===== src/rtl/branch_resolution_unit.sv =====
// rtl/branch_resolution_unit.sv - resolves predicted next-PCs in ID/EX, drives BTB/BHT updates and redirects
module branch_resolution_unit #(
  parameter int WORD_SIZE = 16,
  parameter int CNT_WIDTH = 16
) (
  input  logic                 clk,
  input  logic                 reset_n,
  input  logic                 if_valid,
  input  logic [WORD_SIZE-1:0] if_pc,
  input  logic [WORD_SIZE-1:0] if_pred_pc,
  input  logic                 stall_id,
  input  logic                 id_is_jump,
  input  logic                 id_is_branch,
  input  logic [WORD_SIZE-1:0] id_target,
  input  logic                 ex_taken,
  output logic                 tag_update,
  output logic [WORD_SIZE-1:0] tag_update_pc,
  output logic [WORD_SIZE-1:0] tag_update_target,
  output logic                 bht_update,
  output logic [WORD_SIZE-1:0] bht_update_pc,
  output logic                 bht_update_taken,
  output logic                 bht_update_correct,
  output logic                 redirect_valid,
  output logic [WORD_SIZE-1:0] redirect_pc,
  output logic                 flush_if,
  output logic                 flush_id,
  output logic [CNT_WIDTH-1:0] branch_count,
  output logic [CNT_WIDTH-1:0] mispredict_count
);

  logic                 r_id_valid;
  logic [WORD_SIZE-1:0] r_id_pc;
  logic [WORD_SIZE-1:0] r_id_pred_pc;

  logic                 r_ex_valid;
  logic [WORD_SIZE-1:0] r_ex_pc;
  logic [WORD_SIZE-1:0] r_ex_pred_pc;
  logic                 r_ex_is_branch;
  logic [WORD_SIZE-1:0] r_ex_target;

  logic [CNT_WIDTH-1:0] r_branch_count;
  logic [CNT_WIDTH-1:0] r_mispredict_count;

  logic                 w_ex_resolve;
  logic [WORD_SIZE-1:0] w_ex_actual;
  logic                 w_ex_correct;
  logic                 w_ex_mispredict;
  logic                 w_id_go;
  logic                 w_id_jump;
  logic                 w_id_branch;
  logic                 w_id_redirect;
  logic [1:0]           w_bc_inc;
  logic [CNT_WIDTH:0]   w_bc_sum;

  assign w_ex_resolve    = r_ex_valid & r_ex_is_branch;
  assign w_ex_actual     = ex_taken ? r_ex_target : r_ex_pc + WORD_SIZE'(1);
  assign w_ex_correct    = (r_ex_pred_pc == w_ex_actual);
  assign w_ex_mispredict = w_ex_resolve & ~w_ex_correct;

  // An EX mispredict belongs to an older instruction, so it silences ID entirely.
  assign w_id_go       = r_id_valid & ~stall_id & ~w_ex_mispredict;
  assign w_id_jump     = w_id_go & id_is_jump;
  assign w_id_branch   = w_id_go & id_is_branch;
  assign w_id_redirect = w_id_jump & (r_id_pred_pc != id_target);

  assign tag_update         = w_id_jump | w_id_branch;
  assign tag_update_pc      = tag_update ? r_id_pc : '0;
  assign tag_update_target  = tag_update ? id_target : '0;

  assign bht_update         = w_ex_resolve;
  assign bht_update_pc      = w_ex_resolve ? r_ex_pc : '0;
  assign bht_update_taken   = w_ex_resolve & ex_taken;
  assign bht_update_correct = w_ex_resolve & w_ex_correct;

  assign redirect_valid = w_ex_mispredict | w_id_redirect;
  assign redirect_pc    = w_ex_mispredict ? w_ex_actual :
                          w_id_redirect   ? id_target   : '0;
  assign flush_if       = redirect_valid;
  assign flush_id       = w_ex_mispredict;

  assign branch_count     = r_branch_count;
  assign mispredict_count = r_mispredict_count;

  assign w_bc_inc = {1'b0, w_ex_resolve} + {1'b0, w_id_jump};
  assign w_bc_sum = {1'b0, r_branch_count} + {{(CNT_WIDTH-1){1'b0}}, w_bc_inc};

  always_ff @(posedge clk) begin
    if (!reset_n) begin
      r_id_valid         <= 1'b0;
      r_id_pc            <= '0;
      r_id_pred_pc       <= '0;
      r_ex_valid         <= 1'b0;
      r_ex_pc            <= '0;
      r_ex_pred_pc       <= '0;
      r_ex_is_branch     <= 1'b0;
      r_ex_target        <= '0;
      r_branch_count     <= '0;
      r_mispredict_count <= '0;
    end else begin
      r_ex_valid     <= r_id_valid & ~flush_id & ~stall_id;
      r_ex_pc        <= r_id_pc;
      r_ex_pred_pc   <= r_id_pred_pc;
      r_ex_is_branch <= id_is_branch;
      r_ex_target    <= id_target;

      // flush_id implies flush_if, so loading here always yields an invalid ID slot.
      if (!stall_id || flush_id) begin
        r_id_valid   <= if_valid & ~flush_if;
        r_id_pc      <= if_pc;
        r_id_pred_pc <= if_pred_pc;
      end

      r_branch_count <= w_bc_sum[CNT_WIDTH] ? '1 : w_bc_sum[CNT_WIDTH-1:0];
      if (redirect_valid && (r_mispredict_count != '1))
        r_mispredict_count <= r_mispredict_count + CNT_WIDTH'(1);
    end
  end

endmodule


===== config.mk =====
export PLATFORM = sky130hd
export DESIGN_NAME = branch_resolution_unit
export DESIGN_NICKNAME = d
export VERILOG_FILES = /design/src/rtl/branch_resolution_unit.sv
export SDC_FILE = /design/constraint.sdc
export NUM_CORES = 1
export LEC_CHECK = 0
export ABC_AREA = 1
export BUFFER_PORTS_ARGS = -buffer_cell sky130_fd_sc_hd__buf_2
export CAP_MARGIN = 20
export CORE_UTILIZATION = 40
export CTS_BUF_LIST = sky130_fd_sc_hd__clkbuf_16
export CTS_CLUSTER_SIZE = 12
export DETAILED_ROUTE_END_ITERATION = 16
export PLACE_DENSITY = 0.67
export SLEW_MARGIN = 5
export SYNTH_ARGS = -nofsm -noshare
export SYNTH_HDL_FRONTEND = slang
export SYNTH_SLANG_ARGS = --single-unit

===== constraint.sdc =====
create_clock -name clk -period 4 [get_ports clk]
set_input_delay 0.6 -clock clk [delete_from_list [all_inputs] [get_ports clk]]
set_output_delay 0.6 -clock clk [all_outputs]
set_load 0.02 [all_outputs]

==> metrics.yaml <==
outcome: "completed"
drc: 0
synth_top_cells_by_count: "197 x nand2_1, 154 x inv_1, 115 x dfxtp_1"
worstSetupEndpointType: "output port"
worst_ep_required_time_ps: 3400
clock_latency_ps: 410
reg2regPathDepth: 26
max_freq_mhz: 270.1
wl_per_cell_um: 13.01
routabilityCongestion: 0.9027
hpwl_mm: 12.35
yosys.area.top_type: "dfxtp_1"
grtUsageMet1: 0.2574
placed_cell_area_um2: 6992
setup_viol: 0
ys_async_sr_fraction: 0
seq_area_frac_synth: 0.3801
cts_buffers: 17
clkSinkCount: 115
r2r_end: "branch_count[15]"
p_per_area_nw_per_um2: 409.3
ant_nets: 0
crit_fanout: 11
drive_gt1_frac: 0.2551
crit_path_end: "redirect_pc[14]"
ys_types: 37
regToRegSetupSlack_ps: 320
synth_edf_count: 0
grt_pass1_vias: 5653
synth_area_um2: 6057
portBuffers: 157
critPathArrivalTime_ps: 3100
via_count: 6043
grt_pass1_wl_mm: 26.85
drt_iter0_drc: 376
crit_type: "flip-flop to output port"
top_usage_layer: "met2"
p_leak_nw: 4.026
grt_max_degree: 45
reg2reg_from: "r_ex_pc[0]"
ys_ff_latch: 115
hold_viol: 0
cts-root-buf: "clkbuf_16"
die_h_um: 125.1
vdd_drop_max_mv: 0.3876
die_w_um: 125.1
antenna_found_initial: 3
synthFlopType: "dfxtp_1"
grtUsageTotal: 0.2169
cts_max_level: 4
final_util: 0.5275
final_area_um2: 7725
clk_pin_slew_ps: 50
rsz0062_at_grt: "yes"
tightest_slew_ps: 661.7
fin_crit_ps: 3702
drv_cap: 0
clk_path_buf_depth: 2
worst_slack_ps: 298.1
crit_start: "r_ex_pc[0]"
hold_buffers: 0
relSlewSlack: 0.5589
rows: 44
areaGrowthSynthToFinish_pct: 27.54
initial_core_util: 0.4136
drt_wl_total_mm: 16.45
synth_warnings: 0
hold-worst-slack_ps: 390.1
min_path_type: "primary input to flip-flop"
dp_slack_ps: 55.99
cp-start-kind: "flip-flop"
synth_top_area_frac: 0.3801
grt.met2_usage: 0.3661
synthTopCellsByArea: "dfxtp_1 38%, nand2_1 12%, inv_1 9.5%"
io_pins: 158
syn_area_per_cell_um2: 6.671
core_area_um2: 14640
finalPower_mw: 3.162
vias_per_cell: 4.781
syn_inst: 908
overflow: 0
tritoncts: "done"
period_share: 0.9255
clock_skew_ps: 6.186
drtPass1Iterations: 7
fin_nets: 1124
drv_slew: 0
dieArea_um2: 15640
synth_most_common_cell: "nand2_1"
use_met3: 0.06761
synthesis.nets: 967
[where the power goes]
| group | switching [mW] | total (mW) | internal, mW | leakage (nW) |
|---|---|---|---|---|
| combinational | 0.158 | 0.254 | 0.0962 | 2.77 |
| sequential | 0.0304 | 1.22 | 1.19 | 0.941 |
| clock | 0.529 | 1.69 | 1.16 | 0.314 |
[registers in the layout (all words and copies together) (netlist names), 16 cells and up]
register,count
branch_count,16
mispredict_count,16
r_ex_pc,16
r_ex_pred_pc,16
r_ex_target,16
r_id_pc,16
r_id_pred_pc,16
[cell families after synthesis]
| kind of cell | Yosys count | synth area share |
|---|---|---|
| compound gates | 84 | 0.07499 |
| xor+xnor | 27 | 0.03904 |
| fa+ha+maj | 4 | 0.009503 |
| buf+inv | 193 | 0.1341 |
| flops | 115 | 0.3801 |
| simple gates | 485 | 0.3623 |
[area by class of cell]
cell class	instances	area [µm²]
Clock inverter	15	237.7
Tap cell	184	230.2
Inverter	157	591.8
Fill cell	1490	6919
Multi-Input combinational cell	600	2989
Antenna cell	2	5.005
Clock buffer	17	425.4
Sequential cell	115	2303
Timing Repair Buffer	174	942.2
[worst min path at each step]
stage | start | end | cells past startpoint
2_1_floorplan | r_id_pc[0] | r_ex_pc[0] | 2
3_3_place_gp | r_id_pc[14] | r_ex_pc[14] | 2
3_5_place_dp | r_id_pc[13] | r_ex_pc[13] | 2
4_1_cts | id_target[4] | r_ex_target[4] | 3
5_1_grt | id_target[14] | r_ex_target[14] | 3
6_report | id_target[4] | r_ex_target[4] | 3
[routing by layer]
layer / vias to the layer above / share of wire
li1: 3107 / -
met1: 2726 / 0.44
met2: 177 / 0.47
met3: 33 / 0.068
met4: 0 / 0.024
met5: - / 0
[metrics by stage]
step / cells / setup TNS, ps
6_report: 1264 / 0
3_3_place_gp: 1229 / 0
5_1_grt: 1263 / -134.3
2_1_floorplan: 908 / 0
3_5_place_dp: 1229 / 0
4_1_cts: 1261 / 0
[critical path, stage by stage, from the launching register on]
cell and delay [ps]:
dfxtp_2 350, ha_2 190, nand2_1 100, nor2_4 200, nand2_1 90, nand2_1 110
nand3_1 110, nand3b_1 120, nand2_1 60, inv_1 40, nand3_1 70, nor2_2 140
nand3_2 130, nand2_4 110, buf_6 170, nand4_4 160, buf_12 180, o21a_1 160
inv_1 40, buf_2 150
[cells in the final DEF (no fill, tap or decap), types with 3 or more instances in the layout]
| cell | instances |
|---|---|
| xnor2_1 | 11 |
| buf_2 | 157 |
| nand3_2 | 3 |
| dfxtp_1 | 114 |
| and3_1 | 3 |
| o21ai_0 | 12 |
| or2_2 | 14 |
| inv_1 | 154 |
| nor3_1 | 6 |
| nand3b_1 | 9 |
| nand2_1 | 197 |
| nor2_2 | 38 |
| clkinv_1 | 3 |
| nand3_1 | 88 |
| o21ai_1 | 4 |
| buf_4 | 14 |
| a21oi_1 | 60 |
| nand4_1 | 8 |
| xor2_1 | 16 |
| nor2_1 | 106 |
| clkbuf_16 | 17 |
| nor3b_1 | 3 |
| clkinvlp_4 | 3 |
| bufinv_16 | 6 |
[repair_timing]
item,in CTS,in global routing
buffers inserted,0,1
resized for setup,1,16
pin swaps,0,3
endpoints found under the setup margin,3,66
Power figures use the tool's default switching activity.
